<file path="config.mk">
export PLATFORM = sky130hd
export DESIGN_NAME = decrement_counter
export DESIGN_NICKNAME = d
export VERILOG_FILES = /design/src/rtl/decrement_counter.sv
export SDC_FILE = /design/constraint.sdc
export NUM_CORES = 1
export LEC_CHECK = 0
export CAP_MARGIN = 20
export CORE_UTILIZATION = 40
export CTS_BUF_LIST = sky130_fd_sc_hd__clkbuf_16
export DETAILED_ROUTE_END_ITERATION = 10
export GPL_ROUTABILITY_DRIVEN = 1
export PLACE_DENSITY = 0.7
export SLEW_MARGIN = 20
export SYNTH_ARGS = -nofsm -noshare
export SYNTH_HDL_FRONTEND = slang
export SYNTH_SLANG_ARGS = --single-unit
export TNS_END_PERCENT = 1
</file>
<file path="constraint.sdc">
create_clock -name clk -period 2.9 [get_ports clk]
set_input_delay 0.725 -clock clk [delete_from_list [all_inputs] [get_ports clk]]
set_output_delay 0.725 -clock clk [all_outputs]
set_load 0.02 [all_outputs]
</file>
<file path="src/rtl/decrement_counter.sv">
`default_nettype none
// ============================================================================
// Module   : decrement_counter
// Brief    : Loadable down-counter with variable step, one-shot or periodic
//            reload operation, and done/underflow/zero status flags.
// Revision : 1.0 - initial release
// ============================================================================
module decrement_counter #(
    parameter int WIDTH  = 8,
    parameter int STEP_W = 4
) (
    input  logic              clk,
    input  logic              rst,
    input  logic              load,
    input  logic [WIDTH-1:0]  load_val,
    input  logic              start,
    input  logic              stop,
    input  logic              en,
    input  logic [STEP_W-1:0] step,
    input  logic              auto_reload,
    output logic [WIDTH-1:0]  count,
    output logic              busy,
    output logic              done,
    output logic              underflow,
    output logic              zero
);

    localparam logic [1:0] c_idle = 2'd0;
    localparam logic [1:0] c_run  = 2'd1;
    localparam logic [1:0] c_done = 2'd2;

    logic [1:0]       r_state;
    logic [WIDTH-1:0] r_count;
    logic [WIDTH-1:0] r_reload;
    logic             r_done;
    logic             r_underflow;

    logic [WIDTH-1:0] w_step_ext;
    logic [WIDTH-1:0] w_eff_count;

    assign w_step_ext  = WIDTH'(step);
    // A start in the same cycle as a load must see the value being loaded.
    assign w_eff_count = load ? load_val : r_count;

    always_ff @(posedge clk or posedge rst) begin
        if (rst) begin
            r_state     <= c_idle;
            r_count     <= '0;
            r_reload    <= '0;
            r_done      <= 1'b0;
            r_underflow <= 1'b0;
        end else begin
            r_done      <= 1'b0;
            r_underflow <= 1'b0;
            case (r_state)
                c_idle: begin
                    if (load) begin
                        r_count  <= load_val;
                        r_reload <= load_val;
                    end
                    if (start) begin
                        if (w_eff_count != '0) begin
                            r_state <= c_run;
                        end else begin
                            r_state <= c_done;
                            r_done  <= 1'b1;
                        end
                    end
                end
                c_run: begin
                    if (load) begin
                        r_count  <= load_val;
                        r_reload <= load_val;
                    end else if (stop) begin
                        r_state <= c_idle;
                    end else if (en && (w_step_ext != '0)) begin
                        if (w_step_ext < r_count) begin
                            r_count <= r_count - w_step_ext;
                        end else begin
                            r_underflow <= (w_step_ext > r_count);
                            r_done      <= 1'b1;
                            // A zero reload value would re-fire every tick, so finish instead.
                            if (auto_reload && (r_reload != '0)) begin
                                r_count <= r_reload;
                            end else begin
                                r_count <= '0;
                                r_state <= c_done;
                            end
                        end
                    end
                end
                c_done: begin
                    if (load) begin
                        r_count  <= load_val;
                        r_reload <= load_val;
                    end
                    r_state <= c_idle;
                end
                default: r_state <= c_idle;
            endcase
        end
    end

    assign count     = r_count;
    assign busy      = (r_state == c_run);
    assign done      = r_done;
    assign underflow = r_underflow;
    assign zero      = (r_count == '0);

endmodule
`default_nettype wire

</file>
==> results.cfg <==
[worst_setup_path]
crit_buf_inv = 1
cp-start-kind = input port
crit_chain = clkdlybuf4s50_1 -> ha_1 -> fa_1 -> nand2b_2 -> o2bb2ai_2 -> o21a_1 -> or4_1 -> nand3_1
end_kind = flop
critPathArrivalTime_ns = 2.92
slowest_stage = or4_1
path_max_fanout = 2
worstPathRequired_ns = 3.09
slowest_delay_ns = 0.52
timing_worst_setup_path_type = in -> reg
crit_family = simple AND/OR/NAND/NOR gates

[grt]
antenna_found_initial = 0
grt-ovfl-total = 0
first_global_vias = 1158
grt_usage_pct = 20.8
grt_pass1_wl_microns = 5330
grt_max_degree = 21

[timing]
slew_headroom_pct = 48.9
timing.final.ws_setup_ns = 0.175
rsz0062_at_grt = no
fin_crit_sh_pct = 93.9
fin_crit_ns = 2.72
fin_worst_skew_ns = 0.00369
max_freq_mhz = 367
slew_violations = 0
fin_setup_tns_ns = 0
hold_viol_final = 0
setup_viol = 0
max_slew.worst_pin.slew_ns = 0.765

[finish]
nNetsFinal = 189
syn2layout_area_growth_pct = 38.6
fillers = 251
layout_common_cells = 30 x clkdlybuf4s50_1, 20 x dfrtp_1, 10 x nor2_1
layout_commonest_cell = clkdlybuf4s50_1
diodes = 0
drive_gt1_share_pct = 17.7
multiInputGateArea_sq_um = 732
regArea_sq_um = 500

[floorplanning]
dieArea_sq_mm = 0.00341
io-pin-count = 31
fp.coreArea_sq_mm = 0.00303
die_x_microns = 58.4
num_rows = 20
fp.dieH_microns = 58.4
initial_core_util_pct = 42.0

[yosys]
yosysTopAreaCellShare_pct = 39.3
ys_top_cells_by_area = dfrtp_1 39%, mux2_2 7.1%, ha_1 3.9%, a22oi_1 3.5%, nor2_1 2.9%
syn_area_per_cell_sq_um = 10.0
yosysTopAreaCell = dfrtp_1
synthesis.area_sq_mm = 0.00127
synth-seq-cells = 20
syn_nets = 151
synth_cell_types = 44
synthCells = 127
yosysSeqAreaShare_pct = 39.3
ys_warn_count = 0

[detailed_routing]
drc_errors = 1
vias_per_cell = 5.80
wl_per_cell_microns = 15.3
antenna_left = 0
first_pass_iters = 7
vias = 1206
first_iter_violations = 79
routed_wl_microns = 3190

[clock_network]
htree_levels = 1
cts_made_buffers = 3
cts_tree = yes
postCtsSetupBuffers = 0
clkTransAtPathRegs_ns = 0.06
clk_latency_ns = 0.26
cts_resized = 0
clk_root_buffer_cell = clkbuf_16
cts_max_path_buffers = 2
cts-hold-fix-buffers = 0
cts.sinks = 20

[outcome]
violations = DRC
status = complete, but fails checks

[power]
p_leak_nw = 0.712
max-vdd-ir-drop_mv = 0.370
power_density_mw_per_mm2 = 596

[job]
maxCapViolations = 0

[placement]
dp_slack_ns = -0.0774
hpwl_microns = 2490
gp_congestion = 0.856
io_buffer_count = 30

[min_path]
hold_path_class = reg -> reg
routing by layer:
layer,GRT usage [%],vias up,share of wire (%)
met5,0,-,0
met4,8.16,0,2.1
met3,3.52,7,6.1
met2,33.7,42,47
met1,27.9,586,44
li1,-,571,-
power by group:
part	total, W	switching (W)	internal (W)
clock network	0.000384	0.000110	0.000274
logic	0.000313	0.000157	0.000156
registers	0.000355	0.0000439	0.000312
total	0.00105	0.000310	0.000742
synthesized netlist by cell type:
library cell	number
o2bb2ai_2	1
a22oi_1	6
inv_1	7
a21oi_2	1
o31ai_1	2
a211oi_1	2
nand3_2	1
o21a_1	1
o41a_1	1
o21ai_1	2
nand4_1	5
nand2b_2	1
buf_1	1
nand2b_1	1
or4_1	3
o2111ai_1	1
ha_1	4
nor4b_1	1
nor4_4	1
nor4_1	2
nor3_1	2
and3_1	2
a21oi_1	7
a32oi_1	1
mux2_2	8
a222oi_1	2
o21ai_0	4
and4_2	1
and4_1	1
nand3_1	4
xnor2_1	2
nor2_1	10
and3_2	2
buf_2	2
o22a_1	1
fa_1	1
dfrtp_1	20
o22ai_1	1
nand2_1	5
o211ai_1	2
nor2b_1	2
nor3b_4	1
or2b_2	1
a211o_2	1
layout make-up:
class	instances	area share [%]
clock buffer	3	4.26
clock inverter	1	1.70
inverter	7	1.49
multi-input combinational	97	41.5
sequential	20	28.4
tap	44	3.12
timing repair buffer	36	19.6
cells by family after synthesis:
| family | count (synthesis) | share of synthesized area (%) |
|---|---|---|
| compound gates | 36 | 20.5 |
| xor+xnor | 2 | 1.38 |
| fa+ha+maj | 5 | 5.51 |
| buf+inv | 10 | 3.15 |
| flops | 20 | 39.3 |
| mux | 8 | 7.08 |
| simple gates | 46 | 23.1 |
path summary, 6_finish.rpt:
path	start	end	slack, ns	cells after the start
worst max-delay path	step[0]	count[3]$_DFFE_PP0P_	0.18	8
worst min-delay path	r_reload[6]$_DFFE_PP0P_	r_reload[6]$_DFFE_PP0P_	0.52	1
worst max register to register	count[0]$_DFFE_PP0P_	count[3]$_DFFE_PP0P_	0.67	8
worst min register to register	r_reload[6]$_DFFE_PP0P_	r_reload[6]$_DFFE_PP0P_	0.52	1
max in group asynchronous	rst	count[4]$_DFFE_PP0P_	1.51	2
min in group asynchronous	rst	r_reload[4]$_DFFE_PP0P_	0.91	2
worst reg2reg max path: cells and delay by family, from the launching register on:
family	cells	cell delay [ns]
AND/OR/NAND/NOR	3	0.82
adder cells (fa/ha/maj)	2	0.58
flip-flops	1	0.37
AO/OA/AOI/OAI	2	0.32
buffers and inverters	1	0.07
sequential cells by signal, indices dropped and copies added (netlist names):
register / count
count: 8
r_reload: 8
r_state: 2
done: 1
underflow: 1
through the flow:
stage / power [W] / hold WS, ns / instances / cell area [sq um] / utilization [%]
4_1_cts: 0.00105 / 0.531 / 208 / 1760 / 58.3
2_1_floorplan: 0.000538 / 0.494 / 127 / 1270 / -
3_5_place_dp: 0.000671 / 0.516 / 204 / 1660 / 54.8
6_report: 0.00105 / 0.525 / 208 / 1760 / 58.3
3_3_place_gp: 0.000666 / 0.515 / 204 / 1660 / 54.8
5_1_grt: 0.00110 / 0.555 / 208 / 1760 / 58.3
No activity file was read; power rests on OpenSTA's default activity.
